===== config.mk =====
export PLATFORM = sky130hd
export DESIGN_NAME = adc_spi_scan
export DESIGN_NICKNAME = d
export VERILOG_FILES = /design/src/rtl/adc_spi_pkg.sv /design/src/rtl/adc_spi_bit_timer.sv /design/src/rtl/adc_spi_scan.sv
export SDC_FILE = /design/constraint.sdc
export NUM_CORES = 1
export LEC_CHECK = 0
export ABC_AREA = 1
export CAP_MARGIN = 40
export CORE_ASPECT_RATIO = 0.6
export CORE_MARGIN = 2
export CORE_UTILIZATION = 55
export CTS_CLUSTER_SIZE = 28
export DETAILED_ROUTE_END_ITERATION = 8
export HOLD_SLACK_MARGIN = 0.1
export PLACE_DENSITY = 0.82
export SYNTH_ARGS = -nofsm -noshare
export SYNTH_HDL_FRONTEND = slang
export SYNTH_SLANG_ARGS = --single-unit

===== constraint.sdc =====
create_clock -name clk -period 4.3 [get_ports clk]
set_clock_uncertainty 0.2 [all_clocks]
set_input_delay 0.43 -clock clk [delete_from_list [all_inputs] [get_ports clk]]
set_output_delay 0.43 -clock clk [all_outputs]
set_load 0.05 [all_outputs]

===== src/rtl/adc_spi_pkg.sv =====
// Shared types and helpers for the MCP320x-style scanning SPI master.
package adc_spi_pkg;

    typedef enum logic [2:0] {IDLE, SETUP, LOW, HIGH, HOLD} state_e;

    function automatic int ch_w(input int num_ch);
        return (num_ch > 1) ? $clog2(num_ch) : 1;
    endfunction

    function automatic int frame_bits(input int num_ch, input int lead_bits, input int data_w);
        return 2 + ch_w(num_ch) + lead_bits + data_w;
    endfunction

    // Right-aligned command: start, sgl, then channel MSB first
    function automatic logic [31:0] build_cmd(input logic start_b, input logic sgl_b,
                                              input logic [29:0] ch, input int chw);
        return ({30'd0, start_b, sgl_b} << chw) | {2'b00, ch};
    endfunction

endpackage


===== src/rtl/adc_spi_bit_timer.sv =====
// Half-bit phase timer: free-runs while enabled and strobes phase_end
// on the last cycle of every HALF_BIT-cycle phase.
module adc_spi_bit_timer #(
    parameter int HALF_BIT = 4
) (
    input  logic clk,
    input  logic rst_n,
    input  logic load,
    input  logic en,
    output logic phase_end
);
    localparam int TW = (HALF_BIT > 1) ? $clog2(HALF_BIT) : 1;

    logic [TW-1:0] cnt;

    assign phase_end = en && (cnt == '0);

    always_ff @(posedge clk or negedge rst_n) begin
        if (!rst_n)
            cnt <= '0;
        else if (load || phase_end)
            cnt <= TW'(HALF_BIT - 1);
        else if (en)
            cnt <= cnt - TW'(1);
    end

endmodule


===== src/rtl/adc_spi_scan.sv =====
// SPI master for multi-channel SAR ADCs: single-shot or round-robin scan,
// delivering result, channel tag and a one-cycle dv strobe.
module adc_spi_scan
    import adc_spi_pkg::*;
#(
    parameter int HALF_BIT      = 4,
    parameter int DATA_W        = 12,
    parameter int NUM_CH        = 8,
    parameter int LEAD_BITS     = 2,
    parameter int CS_HIGH       = 4,
    parameter int SAMPLE_PERIOD = 200,
    parameter int SYNC_STAGES   = 2,
    localparam int CH_W         = ch_w(NUM_CH)
) (
    input  logic              clk,
    input  logic              rst_n,
    input  logic              start,
    input  logic [CH_W-1:0]   ch_sel,
    input  logic              cont_en,
    input  logic              miso,
    output logic              mosi,
    output logic              sclk,
    output logic              cs_n,
    output logic [DATA_W-1:0] data_out,
    output logic [CH_W-1:0]   data_ch,
    output logic              dv,
    output logic              busy,
    output logic              overrun
);
    localparam int CMD_BITS   = 2 + CH_W;
    localparam int FRAME_BITS = frame_bits(NUM_CH, LEAD_BITS, DATA_W);
    localparam int BC_W       = $clog2(FRAME_BITS + 1);
    localparam int PC_W       = $clog2(SAMPLE_PERIOD + 1);
    localparam int HC_W       = $clog2(CS_HIGH + 1);

    state_e                state_q, state_d;
    logic                  phase_end, tmr_load, tmr_en;
    logic [BC_W-1:0]       bit_cnt;
    logic [PC_W-1:0]       per_cnt;
    logic [HC_W-1:0]       hold_cnt;
    logic [CMD_BITS-1:0]   cmd_sr;
    logic [DATA_W-1:0]     shift_sr;
    logic [SYNC_STAGES-1:0] sync_q;
    logic [CH_W-1:0]       scan_ch, frame_ch, launch_ch;
    logic                  cont_q, cont_rise, per_hit, cont_req, req, accept;
    logic                  last_bit, hold_done;

    adc_spi_bit_timer #(.HALF_BIT(HALF_BIT)) u_timer (
        .clk       (clk),
        .rst_n     (rst_n),
        .load      (tmr_load),
        .en        (tmr_en),
        .phase_end (phase_end)
    );

    assign cs_n = !(state_q inside {SETUP, LOW, HIGH});
    assign sclk = (state_q == HIGH);
    assign busy = (state_q != IDLE);
    assign mosi = cmd_sr[CMD_BITS-1];

    always_comb begin
        cont_rise = cont_en && !cont_q;
        per_hit   = cont_en && cont_q && (per_cnt == PC_W'(SAMPLE_PERIOD - 1));
        cont_req  = cont_rise || per_hit;
        // Continuous mode owns the launch path; start only counts when it is off
        req       = cont_req || (start && !cont_en);
        accept    = req && (state_q == IDLE);
        launch_ch = cont_req ? (cont_rise ? '0 : scan_ch) : ch_sel;
        last_bit  = (bit_cnt == BC_W'(FRAME_BITS - 1));
        hold_done = (hold_cnt == HC_W'(CS_HIGH - 1));
        state_d   = state_q;
        tmr_load  = 1'b0;
        tmr_en    = 1'b0;
        unique case (state_q)
            IDLE: begin
                tmr_load = 1'b1;
                if (accept) state_d = SETUP;
            end
            SETUP: begin
                tmr_en = 1'b1;
                if (phase_end) state_d = LOW;
            end
            LOW: begin
                tmr_en = 1'b1;
                if (phase_end) state_d = HIGH;
            end
            HIGH: begin
                tmr_en = 1'b1;
                if (phase_end) state_d = last_bit ? HOLD : LOW;
            end
            HOLD: begin
                tmr_load = 1'b1;
                if (hold_done) state_d = IDLE;
            end
            default: state_d = IDLE;
        endcase
    end

    always_ff @(posedge clk or negedge rst_n) begin
        if (!rst_n) begin
            state_q  <= IDLE;
            cont_q   <= 1'b0;
            sync_q   <= '0;
            per_cnt  <= '0;
            hold_cnt <= '0;
            bit_cnt  <= '0;
            scan_ch  <= '0;
            frame_ch <= '0;
            cmd_sr   <= '0;
            shift_sr <= '0;
            data_out <= '0;
            data_ch  <= '0;
            dv       <= 1'b0;
            overrun  <= 1'b0;
        end else begin
            state_q  <= state_d;
            cont_q   <= cont_en;
            sync_q   <= SYNC_STAGES'({sync_q, miso});
            dv       <= 1'b0;
            overrun  <= req && !accept;
            hold_cnt <= (state_q == HOLD) ? hold_cnt + HC_W'(1) : '0;

            if (cont_rise || !cont_en || per_hit)
                per_cnt <= '0;
            else
                per_cnt <= per_cnt + PC_W'(1);

            // Scan channel only advances on frames that actually launched
            if (cont_req && accept)
                scan_ch <= (launch_ch == CH_W'(NUM_CH - 1)) ? '0 : launch_ch + CH_W'(1);
            else if (cont_rise)
                scan_ch <= '0;

            if (accept) begin
                frame_ch <= launch_ch;
                cmd_sr   <= CMD_BITS'(build_cmd(1'b1, 1'b1, 30'(launch_ch), CH_W));
                bit_cnt  <= '0;
            end

            if (state_q == LOW && phase_end)
                shift_sr <= {shift_sr[DATA_W-2:0], sync_q[SYNC_STAGES-1]};

            if (state_q == HIGH && phase_end) begin
                if (last_bit) begin
                    data_out <= shift_sr;
                    data_ch  <= frame_ch;
                    dv       <= 1'b1;
                    cmd_sr   <= '0;
                end else begin
                    bit_cnt <= bit_cnt + BC_W'(1);
                    cmd_sr  <= cmd_sr << 1;
                end
            end
        end
    end

endmodule


Yosys cells after proc, flatten, opt, wreduce, memory -nomap -nowiden
Index checks and enable logic that the tools add are counted.

cells by class
  mux-type cells = 25
  add/sub/neg operators = 5
  reduce and logical (&&, ||, !) cells = 29
  equal/unequal tests = 13

operator list
  cell                                                              count
  3-bit two-way mux                                                 11
  5-bit two-way mux                                                 6
  3-bit case mux with 5 select lines                                1
  1-bit logical AND                                                 10
  3-bit by 2-bit == test with 1-bit output (second input constant)  3
  8-bit by 1-bit adder with 8-bit output (second input constant)    1
  8-bit == test (second input constant)                             1
  8-bit two-way mux                                                 1
  2-bit inequality test (second input constant)                     4
  3-bit by 1-bit adder with 3-bit output (second input constant)    2
  3-bit == test (second input constant)                             2
  3-bit nonzero test                                                2
  5-bit by 1-bit adder with 5-bit output (second input constant)    1
  5-bit == test (second input constant)                             1
  1-bit logical OR                                                  5
  5-bit AND reduction                                               1
  1-bit logical NOT                                                 4
  1-bit two-way mux                                                 4
  2-bit two-way mux                                                 2
  2-bit nonzero test                                                2
  3-bit by 1-bit == test with 1-bit output (second input constant)  1
  3-bit logical NOT                                                 1
  3-bit OR reduction                                                1
  2-bit logical NOT                                                 1
  4 further kinds                                                   4

word-level totals
  logic and storage cells = 87
  input bits = 8
  register bits = 64
  output and inout bits = 21

Longest topological paths before layout
Gate-level depths: netlist of the first run.

  depth in word-level cells = 8
  depth in mapped cells = 11
  gate-level depth less buffers = 10

By module
From an unflattened synthesis of the first run, not the netlist that was laid out.

second synthesis, totals
  cells, all modules = 314
  area, all modules = 2,835.2 um2

by module, submodules not included
  module             area an instance (um2)  sequential area each (um2)  cells each  instances
  adc_spi_scan       2,721.4                 1,551.5                     298         1
  adc_spi_bit_timer  113.9                   50.0                        16          1

Worst setup path before layout of the first run
OpenSTA, ideal clock, no wires.

  path kind = register to register
  start = reg per_cnt[0]
  end = reg scan_ch[2]
  buffers on the path = 0
  data arrival time = 1,649 ps
  slack = 2,334 ps
  data required time = 3,983 ps
  period minus slack after synthesis = 1,966 ps
  cell stages (with the launch flop) = 11
  setup time = 117 ps
  path through = dfrtp_1 ha_1 nand2_1 nor2_1 nand3_2 nand3_1 o21ai_0 ha_1 ha_1 nand3_1 nand2_1

between the ends
  longest elaborated chain between the ends = 7
  elaborated cells between the ends (all ways) = 11
  those cells by class = 1 x add/sub; 2 x eq/ne; 3 x mux; 5 x reduce/logical

ends and longest elaborated chain
  what                                                                     RTL line             source
  from (decl)                                                              adc_spi_scan.sv:39   logic [PC_W-1:0] per_cnt;
  from (signal assigned)                                                   adc_spi_scan.sv:126  per_cnt <= per_cnt + PC_W'(1);
  8-bit == test (*)                                                        adc_spi_scan.sv:63   per_hit = cont_en && cont_q && (per_cnt == PC_W'(SAMPLE_PERIOD - 1));
  1-bit logical AND (*)                                                    adc_spi_scan.sv:63
  1-bit logical OR (*)                                                     adc_spi_scan.sv:64   cont_req = cont_rise || per_hit;
  3-bit two-way mux (*)                                                    adc_spi_scan.sv:68   launch_ch = cont_req ? (cont_rise ? '0 : scan_ch) : ch_sel;
  via launch_ch[0]                                                         adc_spi_scan.sv:44   logic [CH_W-1:0] scan_ch, frame_ch, launch_ch;
  3-bit by 1-bit adder with 3-bit output or 3-bit == test (tied branches)  adc_spi_scan.sv:130  scan_ch <= (launch_ch == CH_W'(NUM_CH - 1)) ? '0 : launch_ch + CH_W'(1);
  3-bit two-way mux (*)                                                    adc_spi_scan.sv:130
  3-bit two-way mux (*)                                                    adc_spi_scan.sv:129  if (cont_req && accept)
  to (signal assigned)                                                     adc_spi_scan.sv:130
  to (decl)                                                                adc_spi_scan.sv:44

Mark *: on every way through the listed nets, which the timed path passes. The rest lies on a longest branch.
A chain may end at the register's enable or synchronous reset.

Worst setup path after layout of the first run
  start = reg state_q[2]
  end = out busy

between the ends
  longest elaborated chain between the ends = 1

ends and longest elaborated chain
  what                    RTL line             source
  from (decl)             adc_spi_scan.sv:36   state_e state_q, state_d;
  from (signal assigned)  adc_spi_scan.sv:116  state_q <= state_d;
  3-bit nonzero test      adc_spi_scan.sv:58   assign busy = (state_q != IDLE);
  to (decl)               adc_spi_scan.sv:27   output logic busy,

No other way between the ends.

==> metrics.txt, run 1 <==
r2r startpoint=per_cnt[0]$_DFF_PN0_; starting DRC count in detailed routing=149; max-cap viol count=0; Logic pwr share=about a quarter; dpl ws=1.80 ns; largest net degree at the start of global routing=36; HPWL after DPL=3.90 mm; clock share of power=between 30% and 40%; Post-CTS Resized=0; synthesized area per cell=approximately 9.1 µm²; RSZ-0062 raised after global routing=false; Final Routed Wirelength=5.55 mm; CTS buffer count=9; global routing met2 resource utilization=between 30 and 40%; leakage=1.71 nW; Worst Hold Path EP=sync_q[1]$_DFF_PN0_; Filler cells=380; Vias/cell=~5.1; Synthesis Warnings=0; R2R setup slack=~2.1 ns; first-pass GRT wire length=roughly 9.4 mm; CTS Sinks=64; initial core utilization=56.8%; postcts setup bufs=0; CP Max Fanout=7; critical path launch point type=register; gr usage total=a little over a fifth; Worst Setup Path Type=register to output port; RR Endpoint=scan_ch[2]$_DFF_PN0_; final setup TNS=0 ns; distinct cell type count of the synthesized netlist=29; post-synth top area share=55.7%; CTS Hold Buffers Added=1; final count of hold timing violations=0; initial antenna violation count=0; Clk pin slew, worst setup/hold paths=0.07 ns; GP Congestion=~0.84; asr flop ratio synth=100%; synthesis-stage register bit count=between 60 and 70; Post-synth EDFFs=0; relative slew slack=46.7%; Port-buffer cells=28; fin crit period=~2.8 ns; worst hold slack=0.158 ns; Vias=2154; CTS tree=built; die height=between 50 and 60 µm; total power=1.88 mW; Psw=582 µW; Clock Latency Late Sink=0.34 ns; Gate Count Post-Synth=316; CTS max path bufs=2; core area=5050 µm²; gr ovfl total=0; fin worst setup slack=1.54 ns; Final setup viols=0; Net Sw Frac=between 30% and 40%; Seq/Total Area, Yosys=55.7%; Crit path required time=3.67 ns; Worst EP arrival=2.13 ns; Mapped Nets=332; largest cells by area after synthesis=dfrtp_1, nand2_1, inv_1; maximum vdd drop=0.323 mV; ant diodes=0; R2R cell count=10; drt pass-1 iters=4; depth of the CTS H-tree=3; Synth top cells by count=nand2_1, dfrtp_1, inv_1; Nets=approximately 370; Routed WL per cell=13.1 µm; drt drc=0; max-slew violations=0; chip width=97.3 µm; worst hold path type=register to register; grt peak-use layer=met2; grt met1 use=28.0%; synthesized area=2870 µm²; worst-margin pin slew=~0.8 ns; total die area=5840 µm²; Setup crit end kind=output port; Peak Freq=363 MHz; biggest area consumer among synthesized cells=dfrtp_1; Int Pwr=1.30 mW; Power Density=540 nW/µm²; hold path start=sync_q[0]$_DFF_PN0_; layout cells sized above 1=11.2%; met3 GRT Util=around 7.5%; vias in the first global route=2012; Seq pwr share=between 40% and 50%; Rows=20; post-route ant nets=0; I/O Pins=29; Area Overhead vs Synth=21.4%; status=completed; Root Driver=clkbuf_8; Final Cycle Share=about 64%; commonest register cell after synthesis=dfrtp_1; most frequent cell after synthesis=nand2_1; hold path depth=0
[routing by layer]
layer	wire [µm]	up-vias
met1	2630	1032
met4	30	0
met5	0	-
met3	256	4
li1	-	1072
met2	2630	46
[worst max-delay path: stages, from the launching register on]
cell and delay (ns):
dfrtp_1 0.41, inv_1 0.13, nand2_1 0.09, nor2_1 0.34, inv_1 0.11, clkdlybuf4s50_1 0.71
[final cells by class]
cell class,count,area (µm²),share of cell area [%]
multi-input combinational,204,1060,30.4
timing repair buffer,31,313,8.97
sequential,64,1600,45.9
clock inverter,5,128,3.66
tap,66,82.6,2.37
clock buffer,11,141,4.05
inverter,42,160,4.59
[per-stage QoR]
stage	util [%]	cells	instance area (µm²)
finish	69.0	423	3490
global route	69.0	423	3490
CTS	69.0	423	3490
detailed placement	63.5	406	3210
global placement	63.1	405	3190
floorplan	-	316	2870
[flip-flops by register name (all words and copies together), names as in the netlist, 2 cells and up]
signal and cells:
bit_cnt 5, cmd_sr 5, data_ch 3, data_out 12, frame_ch 3, hold_cnt 3
per_cnt 8, scan_ch 3, shift_sr 12, state_q 3, sync_q 2, u_timer.cnt 2
[power groups by stage]
stage / Sequential, mW / Clock [mW] / Combinational [mW]
CTS: 0.760 / 0.697 / 0.443
floorplan: 0.767 / 0 / 0.311
detailed placement: 0.769 / 0 / 0.434
finish: 0.759 / 0.684 / 0.441
global placement: 0.765 / 0 / 0.414
global route: 0.771 / 0.721 / 0.492
[worst max path at each step]
stage                                      start                    to  slack [ns]
after floorplan             per_cnt[0]$_DFF_PN0_  scan_ch[2]$_DFF_PN0_        2.33
after global placement                   cont_en  scan_ch[2]$_DFF_PN0_        1.90
after detailed placement                 cont_en  scan_ch[2]$_DFF_PN0_        1.80
after CTS                 state_q[2]$_DFFE_PN0P_                  busy        1.53
after global routing      state_q[2]$_DFFE_PN0P_                  busy        1.38
final                     state_q[2]$_DFFE_PN0P_                  busy        1.54
[kinds of logic after synthesis]
kind of cell	Yosys count	share of synthesized area [%]
fa+ha+maj	8	3.48
simple gates	158	24.8
mux	2	0.740
flops	64	55.7
buf+inv	48	7.32
compound gates	35	7.58
xor+xnor	1	0.305
[cell usage in the layout (no fill, tap or decap), types with 2 or more instances in the layout]
cell and n:
a21oi_1 7, ha_1 8, nor2_1 27, nor3b_1 3
nand3_1 20, o21bai_1 2, nand3_2 3, o21ai_0 15
bufinv_16 4, nand2_4 2, clkbuf_8 10, clkdlybuf4s50_1 27
inv_1 40, nor3_1 2, nand2_1 92, nor2_4 3
nand4_1 4, dfrtp_1 64, o21ai_2 9
(Power assumes the default switching activity.)
==> inputs of run 2 (changes only) <==
Settings changed: CORE_UTILIZATION 55 to 51, PLACE_DENSITY 0.82 to 0.81.
Clock period 4.3 ns to 2.4 ns, I/O delays scaled along.
==> metrics.txt, run 2 (synthesized netlist as in run 1, its figures left out) <==
status=completed; Vias/cell=5.07 (-0.38%); chip width=101 µm (+3.7%); Largest regs=data_out (12), shift_sr (12), per_cnt (8); drt pass-1 iters=8 (+4); Final Cycle Share=95.4%; CTS buffer count=9 (unchanged); largest net degree at the start of global routing=65 (+81%); Clk pin slew, worst setup/hold paths=0.07 ns (about the same); starting DRC count in detailed routing=189 (+27%); Filler cells=458 (+21%); initial antenna violation count=0 (unchanged); initial core utilization=52.3% (-4.5 points); area of the multi-input gates=1060 µm² (unchanged); HPWL after DPL=3.58 mm (-8.2%); RSZ-0062 raised after global routing=false; Clock Latency Late Sink=0.34 ns (about the same); post-route ant nets=0 (unchanged); most frequent cells in the layout=nand2_1, dfrtp_1, inv_1; CP Max Fanout=5 (-2); Root Driver=clkbuf_8; total die area=6270 µm² (+7.4%); Nets=369 (+0.27%); drt drc=0 (unchanged); depth of the CTS H-tree=3 (unchanged); final setup TNS=0 ns (unchanged); relative slew slack=65.4% (+19 points); ant diodes=0 (unchanged); Peak Freq=437 MHz; crit-path max cell delay=0.84 ns (+0.13 ns); layout cells sized above 1=12.0% (+0.81 points); CTS max path bufs=2 (unchanged); Vias=2166 (+0.56%); Power Density=915 nW/µm² (+69%); gr ovfl total=0 (unchanged); I/O Pins=29 (unchanged); worst hold path type=input pin to register; Worst EP arrival=1.85 ns (-0.28 ns); first-pass GRT wire length=9.42 mm (+0.15%); Worst Setup Path Type=register to output port; Area Overhead vs Synth=20.1%; Setup crit end kind=output port; Routed WL per cell=12.2 µm (-6.9%); commonest non-fill, non-tap cell in the layout=nand2_1; Crit path required time=1.96 ns (-1.71 ns); critical path launch point type=register; Rows=21 (+5.0%); leakage=1.69 nW (-0.65%); FF/Latch Area=1600 µm² (unchanged); final count of hold timing violations=0 (unchanged); worst-margin pin slew=0.518 ns (-0.279 ns); cell-by-cell trace of the critical path=nand2_2, nor2_4, clkdlybuf4s50_1; core area=5490 µm² (+8.6%); maximum vdd drop=0.775 mV (+140%); CTS Sinks=64 (unchanged); fin crit period=about 2.3 ns; max-cap viol count=0 (unchanged); Final Routed Wirelength=5.22 mm (-6.0%); die height=62.1 µm (+3.6%); gr usage total=19.2% (-2.0 points); highest-delay cell along the critical path=clkdlybuf4s50_1; CP delay by family, top=buffers and inverters; Worst Path Buf+Inv=1 (-2); vias in the first global route=2117 (+5.2%); Final setup viols=0 (unchanged); postcts setup bufs=0 (unchanged); CTS tree=built; Port-buffer cells=28 (unchanged); GP Congestion=0.804 (-4.6%); max-slew violations=0 (unchanged); Final Util=62.8% (-6.2 points)
## run 2: cell types whose count changed in the layout (fill, tap and decap cells not counted), moves of 2 or more
cell and delta:
clkdlybuf4s50_1 -2, clkinvlp_4 +2, buf_4 +2, bufinv_16 -2
## run 2: final cells by class
class,count,share of cell area [%]
Clock buffer,9,3.59
Clock inverter,7,2.79
Inverter,42,4.64
Multi-Input combinational cell,204,30.8
Sequential cell,64,46.4
Tap cell,69,2.50
Timing Repair Buffer,32,9.29
## run 2: final timing paths
| kind | end | cells after the start | slack (ns) | startpoint |
|---|---|---|---|---|
| max | sclk | 3 | 0.11 | state_q[1]$_DFFE_PN0P_ |
| min | sync_q[0]$_DFF_PN0_ | 1 | 0.14 | miso |
| max reg2reg | cmd_sr[3]$_DFFE_PN0P_ | 9 | 0.24 | per_cnt[0]$_DFF_PN0_ |
| min reg2reg | sync_q[1]$_DFF_PN0_ | 0 | 0.15 | sync_q[0]$_DFF_PN0_ |
| max in group asynchronous | bit_cnt[1]$_DFF_PN0_ | 3 | 1.46 | rst_n |
| min in group asynchronous | data_out[7]$_DFFE_PN0P_ | 3 | 0.25 | rst_n |
## run 2: what timing repair did
action / 4_1_cts / 5_1_grt
setup endpoints to repair: 0 / 2
hold buffers: 1 / 0
gates resized for setup: 0 / 2
endpoints found under the hold margin: 64 / 0
## run 2: where the power goes
part	switching [mW]	internal [mW]	total [mW]	leakage, nW
sequential	0.107	1.25	1.36	0.847
combinational	0.529	0.266	0.795	0.746
clock	0.418	0.584	1.00	0.101
## run 2: worst reg2reg max path: cells and delay by family (launching register included)
kind	cells	cell delay (ns)
simple gates	8	1.26
fa+ha+maj	1	0.21
flops	1	0.40
## run 2: layer usage
| layer | wire length [µm] | vias up | GRT usage, % |
|---|---|---|---|
| li1 | - | 1077 | - |
| met1 | 2590 | 1022 | 26.8 |
| met2 | 2320 | 62 | 29.3 |
| met3 | 253 | 5 | 6.42 |
| met4 | 51 | 0 | 4.56 |
| met5 | 0 | - | 0 |
## run 2: stage by stage
step	hold WS (ns)	instance area [µm²]	instances	setup slack, ns	power [mW]
CTS	0.130	3450	427	0.0234	3.18
finish	0.140	3450	427	0.109	3.15
floorplan	-0.256	2870	316	0.434	1.93
global route	0.123	3450	427	0.0189	3.34
global placement	0.0734	3220	410	0.180	2.13
detailed placement	0.0774	3220	410	0.0385	2.16
